--- src/rtl/dual_issue_scheduler_if.sv ---
// Decode/issue bundle for the dual-issue scheduler.
// Decode drives the instruction pair; the scheduler drives steering.
interface dual_issue_scheduler_if #(
    parameter int STALL_CNT_W = 32
);
    logic                   dec_valid_0;
    logic                   dec_valid_1;
    logic                   dec_is_mem_0;
    logic                   dec_is_mem_1;
    logic                   dec_is_load_0;
    logic                   dec_is_load_1;
    logic                   dec_is_ctrl_0;
    logic                   dec_is_ctrl_1;
    logic [4:0]             dec_rs1_0;
    logic [4:0]             dec_rs1_1;
    logic [4:0]             dec_rs2_0;
    logic [4:0]             dec_rs2_1;
    logic [4:0]             dec_rd_0;
    logic [4:0]             dec_rd_1;
    logic                   dec_rf_we_0;
    logic                   dec_rf_we_1;
    logic                   flush;
    logic                   dec_ready;
    logic                   iss_valid_br;
    logic                   iss_valid_mem;
    logic                   iss_src_br;
    logic                   iss_src_mem;
    logic [STALL_CNT_W-1:0] stall_cnt;

    modport master (
        output dec_valid_0, dec_valid_1,
        output dec_is_mem_0, dec_is_mem_1,
        output dec_is_load_0, dec_is_load_1,
        output dec_is_ctrl_0, dec_is_ctrl_1,
        output dec_rs1_0, dec_rs1_1,
        output dec_rs2_0, dec_rs2_1,
        output dec_rd_0, dec_rd_1,
        output dec_rf_we_0, dec_rf_we_1,
        output flush,
        input  dec_ready,
        input  iss_valid_br, iss_valid_mem,
        input  iss_src_br, iss_src_mem,
        input  stall_cnt
    );

    modport slave (
        input  dec_valid_0, dec_valid_1,
        input  dec_is_mem_0, dec_is_mem_1,
        input  dec_is_load_0, dec_is_load_1,
        input  dec_is_ctrl_0, dec_is_ctrl_1,
        input  dec_rs1_0, dec_rs1_1,
        input  dec_rs2_0, dec_rs2_1,
        input  dec_rd_0, dec_rd_1,
        input  dec_rf_we_0, dec_rf_we_1,
        input  flush,
        output dec_ready,
        output iss_valid_br, iss_valid_mem,
        output iss_src_br, iss_src_mem,
        output stall_cnt
    );
endinterface

--- src/rtl/dual_issue_scheduler.sv ---
// Issue-stage controller: picks slots, steers them to Branch/Memory pipes,
// tracks load-use hazards and back-pressures decode.
module dual_issue_scheduler #(
    parameter int LOAD_LAT    = 2,
    parameter int STALL_CNT_W = 32
) (
    input logic                   clk,
    input logic                   rst_n,
    dual_issue_scheduler_if.slave bus
);
    typedef enum logic {PAIR, HALF} state_t;

    localparam logic [2:0] LD_INIT = 3'(LOAD_LAT - 1);

    state_t                 r_state;
    logic [2:0]             r_cnt [32];
    logic [STALL_CNT_W-1:0] r_stall;

    logic   w_haz_0;
    logic   w_haz_1;
    logic   w_raw;
    logic   w_waw;
    logic   w_pair_ok;
    logic   w_vbr;
    logic   w_sbr;
    logic   w_vmem;
    logic   w_smem;
    logic   w_ready;
    logic   w_stall;
    state_t w_nxt;
    logic   w_ld_en;
    logic [4:0] w_ld_rd;

    assign w_haz_0 =
        (bus.dec_rs1_0 != 5'd0 && r_cnt[bus.dec_rs1_0] != 3'd0) ||
        (bus.dec_rs2_0 != 5'd0 && r_cnt[bus.dec_rs2_0] != 3'd0);
    assign w_haz_1 =
        (bus.dec_rs1_1 != 5'd0 && r_cnt[bus.dec_rs1_1] != 3'd0) ||
        (bus.dec_rs2_1 != 5'd0 && r_cnt[bus.dec_rs2_1] != 3'd0);

    assign w_raw = bus.dec_rf_we_0 && bus.dec_rd_0 != 5'd0 &&
                   (bus.dec_rd_0 == bus.dec_rs1_1 ||
                    bus.dec_rd_0 == bus.dec_rs2_1);
    assign w_waw = bus.dec_rf_we_0 && bus.dec_rf_we_1 &&
                   bus.dec_rd_0 != 5'd0 &&
                   bus.dec_rd_0 == bus.dec_rd_1;

    assign w_pair_ok = bus.dec_valid_1 && !w_haz_1 && !w_raw && !w_waw &&
                       !(bus.dec_is_mem_0 && bus.dec_is_mem_1) &&
                       !(bus.dec_is_ctrl_0 && bus.dec_is_ctrl_1) &&
                       !bus.dec_is_ctrl_0;

    // Issue decision and steering for the current cycle.
    always_comb begin
        w_vbr   = 1'b0;
        w_sbr   = 1'b0;
        w_vmem  = 1'b0;
        w_smem  = 1'b0;
        w_ready = 1'b0;
        w_stall = 1'b0;
        w_nxt   = r_state;
        if (bus.flush) begin
            w_ready = 1'b1;
            w_nxt   = PAIR;
        end else if (r_state == HALF) begin
            if (!bus.dec_valid_1) begin
                w_ready = 1'b1;
                w_nxt   = PAIR;
            end else if (w_haz_1) begin
                w_stall = 1'b1;
            end else begin
                if (bus.dec_is_mem_1) begin
                    w_vmem = 1'b1;
                    w_smem = 1'b1;
                end else begin
                    w_vbr = 1'b1;
                    w_sbr = 1'b1;
                end
                w_ready = 1'b1;
                w_nxt   = PAIR;
            end
        end else if (bus.dec_valid_0) begin
            if (w_haz_0) begin
                w_stall = 1'b1;
            end else if (w_pair_ok) begin
                w_vbr   = 1'b1;
                w_vmem  = 1'b1;
                w_sbr   = bus.dec_is_mem_0;
                w_smem  = !bus.dec_is_mem_0;
                w_ready = 1'b1;
            end else begin
                if (bus.dec_is_mem_0) begin
                    w_vmem = 1'b1;
                end else begin
                    w_vbr = 1'b1;
                end
                w_ready = !bus.dec_valid_1;
                w_nxt   = bus.dec_valid_1 ? HALF : PAIR;
            end
        end else if (bus.dec_valid_1) begin
            if (w_haz_1) begin
                w_stall = 1'b1;
            end else begin
                if (bus.dec_is_mem_1) begin
                    w_vmem = 1'b1;
                    w_smem = 1'b1;
                end else begin
                    w_vbr = 1'b1;
                    w_sbr = 1'b1;
                end
                w_ready = 1'b1;
            end
        end else begin
            w_ready = 1'b1;
        end
    end

    // Only the Memory pipe can carry a load, so at most one per cycle.
    assign w_ld_en = w_vmem &&
                     (w_smem ? bus.dec_is_load_1 : bus.dec_is_load_0) &&
                     w_ld_rd != 5'd0;
    assign w_ld_rd = w_smem ? bus.dec_rd_1 : bus.dec_rd_0;

    assign bus.dec_ready     = rst_n & w_ready;
    assign bus.iss_valid_br  = rst_n & w_vbr;
    assign bus.iss_valid_mem = rst_n & w_vmem;
    assign bus.iss_src_br    = rst_n & w_sbr;
    assign bus.iss_src_mem   = rst_n & w_smem;
    assign bus.stall_cnt     = r_stall;

    // Issue FSM: PAIR holds both slots, HALF after slot 0 went alone.
    always_ff @(posedge clk or negedge rst_n) begin
        if (!rst_n) begin
            r_state <= PAIR;
        end else begin
            r_state <= w_nxt;
        end
    end

    // Load-use scoreboard; a new load overrides the decrement.
    always_ff @(posedge clk or negedge rst_n) begin
        if (!rst_n) begin
            for (int i = 0; i < 32; i++) begin
                r_cnt[i] <= 3'd0;
            end
        end else begin
            for (int i = 0; i < 32; i++) begin
                if (w_ld_en && w_ld_rd == 5'(i)) begin
                    r_cnt[i] <= LD_INIT;
                end else if (r_cnt[i] != 3'd0) begin
                    r_cnt[i] <= r_cnt[i] - 3'd1;
                end
            end
        end
    end

    // Saturating count of blocked-candidate cycles.
    always_ff @(posedge clk or negedge rst_n) begin
        if (!rst_n) begin
            r_stall <= '0;
        end else if (w_stall && r_stall != '1) begin
            r_stall <= r_stall + 1'b1;
        end
    end
endmodule

--- src/flat_wrapper.sv ---
// flat-port wrapper written by rule: the top's interface ports become plain ports
module dual_issue_scheduler_flat 
#(
    parameter int LOAD_LAT    = 2,
    parameter int STALL_CNT_W = 32
)
  (clk, rst_n, bus_dec_valid_0, bus_dec_valid_1, bus_dec_is_mem_0, bus_dec_is_mem_1, bus_dec_is_load_0, bus_dec_is_load_1, bus_dec_is_ctrl_0, bus_dec_is_ctrl_1, bus_dec_rs1_0, bus_dec_rs1_1, bus_dec_rs2_0, bus_dec_rs2_1, bus_dec_rd_0, bus_dec_rd_1, bus_dec_rf_we_0, bus_dec_rf_we_1, bus_flush, bus_dec_ready, bus_iss_valid_br, bus_iss_valid_mem, bus_iss_src_br, bus_iss_src_mem, bus_stall_cnt);
  dual_issue_scheduler_if #(.STALL_CNT_W(STALL_CNT_W)) bus_i ();
  input logic clk;
  input logic rst_n;
  input wire logic [$bits(bus_i.dec_valid_0)-1:0] bus_dec_valid_0;
  input wire logic [$bits(bus_i.dec_valid_1)-1:0] bus_dec_valid_1;
  input wire logic [$bits(bus_i.dec_is_mem_0)-1:0] bus_dec_is_mem_0;
  input wire logic [$bits(bus_i.dec_is_mem_1)-1:0] bus_dec_is_mem_1;
  input wire logic [$bits(bus_i.dec_is_load_0)-1:0] bus_dec_is_load_0;
  input wire logic [$bits(bus_i.dec_is_load_1)-1:0] bus_dec_is_load_1;
  input wire logic [$bits(bus_i.dec_is_ctrl_0)-1:0] bus_dec_is_ctrl_0;
  input wire logic [$bits(bus_i.dec_is_ctrl_1)-1:0] bus_dec_is_ctrl_1;
  input wire logic [$bits(bus_i.dec_rs1_0)-1:0] bus_dec_rs1_0;
  input wire logic [$bits(bus_i.dec_rs1_1)-1:0] bus_dec_rs1_1;
  input wire logic [$bits(bus_i.dec_rs2_0)-1:0] bus_dec_rs2_0;
  input wire logic [$bits(bus_i.dec_rs2_1)-1:0] bus_dec_rs2_1;
  input wire logic [$bits(bus_i.dec_rd_0)-1:0] bus_dec_rd_0;
  input wire logic [$bits(bus_i.dec_rd_1)-1:0] bus_dec_rd_1;
  input wire logic [$bits(bus_i.dec_rf_we_0)-1:0] bus_dec_rf_we_0;
  input wire logic [$bits(bus_i.dec_rf_we_1)-1:0] bus_dec_rf_we_1;
  input wire logic [$bits(bus_i.flush)-1:0] bus_flush;
  output wire logic [$bits(bus_i.dec_ready)-1:0] bus_dec_ready;
  output wire logic [$bits(bus_i.iss_valid_br)-1:0] bus_iss_valid_br;
  output wire logic [$bits(bus_i.iss_valid_mem)-1:0] bus_iss_valid_mem;
  output wire logic [$bits(bus_i.iss_src_br)-1:0] bus_iss_src_br;
  output wire logic [$bits(bus_i.iss_src_mem)-1:0] bus_iss_src_mem;
  output wire logic [$bits(bus_i.stall_cnt)-1:0] bus_stall_cnt;
  assign bus_i.dec_valid_0 = bus_dec_valid_0;
  assign bus_i.dec_valid_1 = bus_dec_valid_1;
  assign bus_i.dec_is_mem_0 = bus_dec_is_mem_0;
  assign bus_i.dec_is_mem_1 = bus_dec_is_mem_1;
  assign bus_i.dec_is_load_0 = bus_dec_is_load_0;
  assign bus_i.dec_is_load_1 = bus_dec_is_load_1;
  assign bus_i.dec_is_ctrl_0 = bus_dec_is_ctrl_0;
  assign bus_i.dec_is_ctrl_1 = bus_dec_is_ctrl_1;
  assign bus_i.dec_rs1_0 = bus_dec_rs1_0;
  assign bus_i.dec_rs1_1 = bus_dec_rs1_1;
  assign bus_i.dec_rs2_0 = bus_dec_rs2_0;
  assign bus_i.dec_rs2_1 = bus_dec_rs2_1;
  assign bus_i.dec_rd_0 = bus_dec_rd_0;
  assign bus_i.dec_rd_1 = bus_dec_rd_1;
  assign bus_i.dec_rf_we_0 = bus_dec_rf_we_0;
  assign bus_i.dec_rf_we_1 = bus_dec_rf_we_1;
  assign bus_i.flush = bus_flush;
  assign bus_dec_ready = bus_i.dec_ready;
  assign bus_iss_valid_br = bus_i.iss_valid_br;
  assign bus_iss_valid_mem = bus_i.iss_valid_mem;
  assign bus_iss_src_br = bus_i.iss_src_br;
  assign bus_iss_src_mem = bus_i.iss_src_mem;
  assign bus_stall_cnt = bus_i.stall_cnt;
  dual_issue_scheduler #(.LOAD_LAT(LOAD_LAT), .STALL_CNT_W(STALL_CNT_W)) u_core (.clk(clk), .rst_n(rst_n), .bus(bus_i));
endmodule
--- config.mk ---
export PLATFORM = sky130hd
export DESIGN_NAME = dual_issue_scheduler_flat
export DESIGN_NICKNAME = d
export VERILOG_FILES = /design/src/rtl/dual_issue_scheduler_if.sv /design/src/rtl/dual_issue_scheduler.sv /design/src/flat_wrapper.sv
export SDC_FILE = /design/constraint.sdc
export NUM_CORES = 1
export LEC_CHECK = 0
export BUFFER_PORTS_ARGS = -buffer_cell sky130_fd_sc_hd__buf_2
export CORE_MARGIN = 10
export CORE_UTILIZATION = 66
export DETAILED_ROUTE_END_ITERATION = 10
export PLACE_DENSITY = 0.95
export SYNTH_ARGS = -nofsm -noshare
export SYNTH_HDL_FRONTEND = slang
export SYNTH_SLANG_ARGS = --single-unit
--- constraint.sdc ---
create_clock -name clk -period 8.1 [get_ports clk]
set_input_delay 2.43 -clock clk [delete_from_list [all_inputs] [get_ports clk]]
set_output_delay 2.43 -clock clk [all_outputs]
set_load 0.02 [all_outputs]
-- Word level (Yosys, flattened, before mapping)
Cells that the tools add are included.
- word-level logic and storage cells: 378
- flip-flop bits (word level): 129
- input port bits: 43
- output and inout bits: 37
- add/sub/neg operators: 33
- equal/unequal tests: 35
- magnitude comparators: 4
- reductions and logical operators: 138
- bitwise operators: 9
- muxes and demuxes: 125
- operators by type and width (cell ; number):
    $mux 3 ; 72
    $reduce_bool 3->1 ; 36
    $sub 3x1->3 const B ; 32
    $eq 5x5->1 const B ; 16
    $reduce_bool 2->1 ; 32
    $bmux 3 s5 ; 4
    $logic_and 1x1->1 ; 52
    $mux 1 ; 48
    $eq 5x4->1 const B ; 8
    $add 32x1->32 const B ; 1
    $ne 32x32->1 const B ; 1
    $reduce_bool 5->1 ; 6
    $ge 6x6->1 const B ; 4
    $not 5->6 ; 4
    $eq 5x3->1 const B ; 4
    $eq 5x5->1 ; 3
    $eq 5x2->1 const B ; 2
    $logic_not 1->1 ; 8
    $and 1x1->1 ; 5
    $eq 5x1->1 const B ; 1
    $logic_not 5->1 ; 1
    $mux 5 ; 1
    $logic_or 1x1->1 ; 3

-- Logic depth before layout (Yosys ltp)
Gate-level depths: netlist of the first run.
- depth after elaboration: 24
- depth in mapped cells: 15

-- Worst setup path before layout of the first run
Ideal clock, no wire load.
- kind: in2out
- start point: input port bus_dec_rs1_1[0]
- end point: output port bus_iss_valid_mem
- arrival: 4.598 ns
- cell stages on the path: 11
- path slack: 1.072 ns
- buffers on the path: 3
- path through: buf_2 > buf_2 > a21oi_1 > a221oi_1 > nor3_1 > nor4_2 > and2_1 > buf_6 > and3_1 > o21ai_0 > a211oi_1
- cells in the longest elaborated chain, start to end: 20
- RTL lines (item ; line ; RTL):
    start: declaration ; flat_wrapper.sv:20 ; input wire logic [$bits(bus_i.dec_rs1_1)-1:0] bus_dec_rs1_1;
    $not 5->6 (implied by the code) ; dual_issue_scheduler.sv:38 ; (bus.dec_rs1_1 != 5'd0 && r_cnt[bus.dec_rs1_1] != 3'd0) ||
    $bmux 3 s5 ; dual_issue_scheduler.sv:38 ;
    $mux 3 (implied by the code) (2 in a row) ; dual_issue_scheduler.sv:38 ;
    $reduce_bool 3->1 ; dual_issue_scheduler.sv:38 ;
    $logic_and 1x1->1 ; dual_issue_scheduler.sv:38 ;
    $logic_or 1x1->1 ; dual_issue_scheduler.sv:38 ;
    $logic_not 1->1 ; dual_issue_scheduler.sv:48 ; assign w_pair_ok = bus.dec_valid_1 && !w_haz_1 && !w_raw && !w_waw &&
    $logic_and 1x1->1 (4 in a row) ; dual_issue_scheduler.sv:48 ;
    $logic_and 1x1->1 ; dual_issue_scheduler.sv:49 ; !(bus.dec_is_mem_0 && bus.dec_is_mem_1) &&
    $logic_and 1x1->1 ; dual_issue_scheduler.sv:50 ; !(bus.dec_is_ctrl_0 && bus.dec_is_ctrl_1) &&
    $mux 1 ; dual_issue_scheduler.sv:85 ; end else if (w_pair_ok) begin
    $mux 1 ; dual_issue_scheduler.sv:83 ; if (w_haz_0) begin
    $mux 1 ; dual_issue_scheduler.sv:82 ; end else if (bus.dec_valid_0) begin
    $mux 1 (*) ; dual_issue_scheduler.sv:65 ; end else if (r_state == HALF) begin
    $mux 1 (*) ; dual_issue_scheduler.sv:62 ; if (bus.flush) begin
    $and 1x1->1 (*) ; dual_issue_scheduler.sv:126 ; assign bus.iss_valid_mem = rst_n & w_vmem;
    end: declaration ; flat_wrapper.sv:30 ; output wire logic [$bits(bus_i.iss_valid_mem)-1:0] bus_iss_valid_mem;
Every way passes the cells marked *; elsewhere a longest branch is shown, timed or not. The select of a mux whose other input is x is not followed.

-- Worst setup path in the final report of the first run
Ends and elaborated chain as after synthesis.

==> results of run 1 <==
## sequential cells by signal, summed over array words and instances (netlist names)
name and cells:
u_core.r_state 1, u_core.r_cnt 96, u_core.bus.stall_cnt 32
## power groups by stage
stage	sequential [mW]	clock (mW)	combinational, mW
floorplan	1.18	0	1.30
global placement	1.21	0	1.55
detailed placement	1.23	0	1.69
CTS	1.23	0.754	1.75
global route	1.28	0.786	2.00
finish	1.24	0.755	1.78
## cell usage in the layout, fill, tap and decap left out, types with 21 or more instances in the layout
| cell type | n |
|---|---|
| a31oi_1 | 62 |
| dfrtp_1 | 129 |
| a21oi_1 | 86 |
| mux2i_1 | 26 |
| nor4_1 | 31 |
| o31ai_1 | 25 |
| inv_1 | 121 |
| nand3_1 | 30 |
| ha_1 | 65 |
| nor2_1 | 107 |
| a211oi_1 | 21 |
| xor2_1 | 56 |
| xnor2_1 | 22 |
| buf_2 | 77 |
| nand2_1 | 29 |
| nor3_1 | 60 |
## stage by stage
stage          utilization, %  hold WS (ns)
2_1_floorplan               -         0.469
3_3_place_gp             70.4         0.476
3_5_place_dp             70.4         0.477
4_1_cts                  74.5         0.490
5_1_grt                  74.5         0.522
6_report                 74.5         0.486
## worst paths after layout
| check | from | end | depth (start not counted) |
|---|---|---|---|
| max | bus_dec_rs1_1[0] | bus_iss_valid_mem | 11 |
| min | u_core.bus.stall_cnt[8] | u_core.bus.stall_cnt[8] | 1 |
| max reg2reg | u_core.r_cnt[19] | u_core.r_cnt[53] | 10 |
| min reg2reg | u_core.bus.stall_cnt[8] | u_core.bus.stall_cnt[8] | 1 |
| max in group asynchronous | rst_n | u_core.r_cnt[81] | 2 |
| min in group asynchronous | rst_n | u_core.bus.stall_cnt[4] | 1 |
## routing by layer
metal | global-route usage (%) | wire length (um)
met5 | 0 | 0
met4 | 16.7 | 1710
met3 | 7.57 | 3350
met2 | 46.6 | 13600
met1 | 34.3 | 10100
## cells in the mapped netlist (all sizes together), types with 4 or more instances
library cell	number
a2111oi	6
nand3	30
xnor2	22
nand3b	4
mux2i	31
o31ai	28
o41ai	5
inv	123
clkbuf	18
nor4	34
nor3	67
mux2	18
nor2	107
a311oi	5
a211o	4
o21ai	14
dfrtp	129
a211oi	22
ha	65
a21oi	86
a21o	5
nand2b	12
buf	31
nor3b	6
nand2	29
a31oi	62
xor2	56
## worst max-delay path: stages
cell and delay, ns:
buf_2 0.46, mux2i_1 0.26, nor2_1 0.05, a2111oi_0 0.48
nor4_1 0.11, nor3_2 0.36, and2_1 0.33, and3_1 0.19
o21ai_0 0.06, a211oi_1 0.23, buf_2 0.21
## kinds of logic after synthesis
kind of cell | after synthesis | synth area share [%]
buffers and inverters | 172 | 7.65
flip-flops | 129 | 34.5
AND/OR/NAND/NOR | 310 | 16.7
AO/OA/AOI/OAI | 265 | 18.5
adder cells (fa/ha/maj) | 65 | 8.70
multiplexers | 52 | 6.57
XOR/XNOR | 78 | 7.31
## area by class of cell
class                      count  area share, %
tap                          180           2.18
multi-input combinational    770           52.3
clock inverter                15           1.44
inverter                     123           4.46
timing repair buffer          85           4.31
clock buffer                  17           4.11
sequential                   129           31.2
==> qor.yml, run 1 <==
required_ns: 5.67
fin_tns_setup_ns: 0
hp-class: "reg2reg"
grt_max_degree: 81
yosys_most_used_dff: "dfrtp_1"
clk_latency_ns: 0.44
cts_setup_buffers: 0
wl_per_cell_um: 21.8
min_period_ns: 7.62
grt_pass1_vias: 8834
skew_ns: 0.0128
grtUsageTotal_pct: 29.0
cts_root_buffer: "clkbuf_16"
p_int_mw: 2.11
status: "completed"
pwr-share-clk_pct: 19.9
via_per_inst: 6.94
vias: 9156
io_buffers: 78
p_per_area_nw_per_um2: 366
synth_edf_count: 0
netlist.area_leader.share_pct: 34.5
first_iter_violations: 1556
critPathArrivalTime_ns: 5.19
combPwrFrac_pct: 47.2
cp-end-kind: "primary output"
fill_cells: 899
first_pass_iters: 8
place_hpwl_um: 19100
path_clk_slew_ns: 0.07
place.gp.congestion: 0.980
seq_area_um2: 3230
relSlewSlack_pct: 12.7
die_area_um2: 19300
power_frac_seq_pct: 32.9
cts_tree: "done"
final_area_um2: 10300
max_freq_mhz: 131
avgSynthCellArea_um2: 8.72
synthToLayoutAreaGrowth_pct: 10.7
finalPower_mw: 3.78
stdcell_count: 1319
num_rows: 43
setup_viol: 0
r2r_setup_slack_ns: 3.85
slew_violations: 0
ir_worst_vdd_v: 0.000209
syn_area_um2: 9340
multi_input_area_um2: 5410
initial_utilization_pct: 67.3
synthCells: 1071
placed_cells: 1287
dpl-instance-area_um2: 9770
htreeDepth: 4
switching_share_pct: 44.2
switching_power_mw: 1.67
worst_pin_slew_ns: 1.30
cts_made_buffers: 17
ys_types: 67
rsz0062_at_grt: "no"
ctsLongestPathBuffers: 2
synth_nets: 1179
ys_seq_area_share_pct: 34.5
pin_count: 80
grt_antenna_before_repair: 0
core-area_um2: 13900
ctsHoldBuffers: 0
drtAntennaViolNets: 0
die_x_um: 139
grt_pass1_wl_um: 45900
nNetsFinal: 1234
finalCritPeriodShare_pct: 94.1
ctsResizeCount: 0
synthArstFlopShare_pct: 100
synth_area_leaders: "dfrtp_1, ha_1, xor2_1"
gr-total-overflow: 0
finalHoldViolCount: 0
diodes: 0
drive_gt1_share_pct: 14.2
route.detailed.drc: 0
die_y_um: 139
yosys_warnings: 0
cp-start-kind: "primary input"
setup_slack_ns: 0.480
synth_seq_cells: 129
drv_cap: 0
yosys.area.top_type: "dfrtp_1"
path_max_fanout: 25
cts.sinks: 129
pre_cts_slack_ns: 0.551
wl_um: 28700
critical_path_class: "in2out"
leakagePower_nw: 4.85
Note: power is estimated with default switching activity, not from simulation.
==> inputs of run 2 (changes only) <==
--- a/config.mk
+++ b/config.mk
@@ -6,6 +6,7 @@
 export NUM_CORES = 1
 export LEC_CHECK = 0
 export BUFFER_PORTS_ARGS = -buffer_cell sky130_fd_sc_hd__buf_2
+export CORE_ASPECT_RATIO = 0.6
 export CORE_MARGIN = 10
 export CORE_UTILIZATION = 66
 export DETAILED_ROUTE_END_ITERATION = 10
==> run 2 against run 1 <==
Against the previous run:
- critical path depth is the same
- first-iteration DRC count up 21%
- combinational power is essentially flat
==> qor.yml, run 2 (synthesized netlist as in run 1, its figures left out) <==
path_max_fanout: 25
cts_tree: "done"
largest_register_ffs: 96
cp-end-kind: "primary output"
whs_ns: 0.494
power_frac_seq_pct: 33.0
grt_antenna_before_repair: 2
synthToLayoutAreaGrowth_pct: 11.4
finalCritPeriodShare_pct: 94.9
critPathArrivalTime_ns: 5.26
gr-total-overflow: 0
slew_violations: 0
rsz0062_at_grt: "no"
cts_root_buffer: "clkbuf_16"
stdcell_count: 1336
switching_power_mw: 1.71
drv_cap: 0
largest_register: "u_core.r_cnt"
cts_setup_buffers: 0
wl_per_cell_um: 22.2
route.detailed.drc: 0
status: "completed"
drive_gt1_share_pct: 14.4
hp-class: "reg2reg"
cts_made_buffers: 17
path_clk_slew_ns: 0.06
grt_max_degree: 70
die_y_um: 112
die_x_um: 174
combPwrFrac_pct: 46.4
switching_share_pct: 44.5
p_per_area_nw_per_um2: 370
first_pass_iters: 9
pwr-share-clk_pct: 20.7
pin_count: 80
skew_ns: 0.00983
die_area_um2: 19500
nNetsFinal: 1237
route.met2.wl_um: 12900
setup_viol: 0
crit_chain: "buf_2, mux2i_1, nor2_1, a2111oi_0, nor4_1, nor3_2, and2_1, and3_1, o21ai_0, a211oi_1, buf_2"
met3_length_um: 4050
fin_tns_setup_ns: 0
ctsHoldBuffers: 0
via_per_inst: 6.85
io_buffers: 78
grt_pass1_vias: 8684
utilization_pct: 75.7
grtUsageTotal_pct: 29.8
vias: 9158
required_ns: 5.67
max_freq_mhz: 130
layout_common_cells: "dfrtp_1, inv_1, nor2_1"
cts.sinks: 129
critical_path_class: "in2out"
p_int_mw: 2.14
finalHoldViolCount: 0
min_period_ns: 7.69
placed_cells: 1302
cp-start-kind: "primary input"
relSlewSlack_pct: 14.2
cp_common_cell: "buf_2"
final_common_cell: "dfrtp_1"
worst_pin_slew_ns: 1.28
slowest_stage: "buf_2"
num_rows: 33
drtAntennaViolNets: 0
htreeDepth: 4
r2r_setup_slack_ns: 3.58
ctsResizeCount: 0
ir_worst_vdd_v: 0.000233
clk_latency_ns: 0.43
slowest_delay_ns: 0.47
first_iter_violations: 1885
wl_met1_um: 11700
place.gp.congestion: 1.03
ctsLongestPathBuffers: 2
initial_utilization_pct: 68.0
grt_pass1_wl_um: 47100
place_hpwl_um: 20700
leakagePower_nw: 4.86
wl_um: 29700
routed.top_layer: "met4"
core-area_um2: 13700
## run 2: cell types whose count changed in the layout (fill, tap and decap cells not counted), moves of 2 or more
cell,previous run,this run
buf_4,8,10
clkinv_2,2,0
clkinv_4,5,0
clkinvlp_4,1,5
diode_2,0,2
inv_6,4,7
## run 2: final cells by class
class,count,area [um^2]
clock buffer,17,425
tap,192,240
multi-input combinational,770,5410
sequential,129,3230
fill,924,3340
timing repair buffer,88,472
antenna,2,5.00
inverter,123,462
clock inverter,15,170
## run 2: path summary, 6_finish.rpt
check / from / to / cells past startpoint
worst max register to register: u_core.r_cnt[86] / u_core.r_cnt[50] / 11
min in group asynchronous: rst_n / u_core.r_cnt[1] / 1
worst min register to register: u_core.bus.stall_cnt[22] / u_core.bus.stall_cnt[22] / 1
max in group asynchronous: rst_n / u_core.r_cnt[80] / 2
worst min-delay path: u_core.bus.stall_cnt[22] / u_core.bus.stall_cnt[22] / 1
worst max-delay path: bus_dec_rs1_1[0] / bus_iss_valid_mem / 11
## run 2: worst max-delay path, delay by kind of cell
kind / cells / cell delay (ns)
buffers and inverters: 2 / 0.68
AO/OA/AOI/OAI: 3 / 0.75
AND/OR/NAND/NOR: 5 / 1.09
multiplexers: 1 / 0.29
## run 2: power groups by stage
stage               clock (mW)  combinational [mW]  sequential, mW
floorplan                    0                1.30            1.18
global placement             0                1.56            1.22
detailed placement           0                1.71            1.24
CTS                      0.797                1.75            1.25
global route             0.827                2.00            1.30
finish                   0.797                1.79            1.27
## run 2: metal layers
metal	GRT usage [%]	vias to the layer above
met4	10.7	0
met3	10.3	129
met2	44.8	703
met5	0	-
li1	-	3984
met1	39.4	4342
## run 2: per-stage QoR
stage                     total power [mW]  setup WS (ns)  instance area [um^2]
after global routing                  4.12          0.181                 10400
after detailed placement              2.95          0.519                  9810
after floorplan                       2.48           1.07                  9340
final                                 3.85          0.411                 10400
after CTS                             3.79          0.484                 10400
after global placement                2.78          0.568                  9810
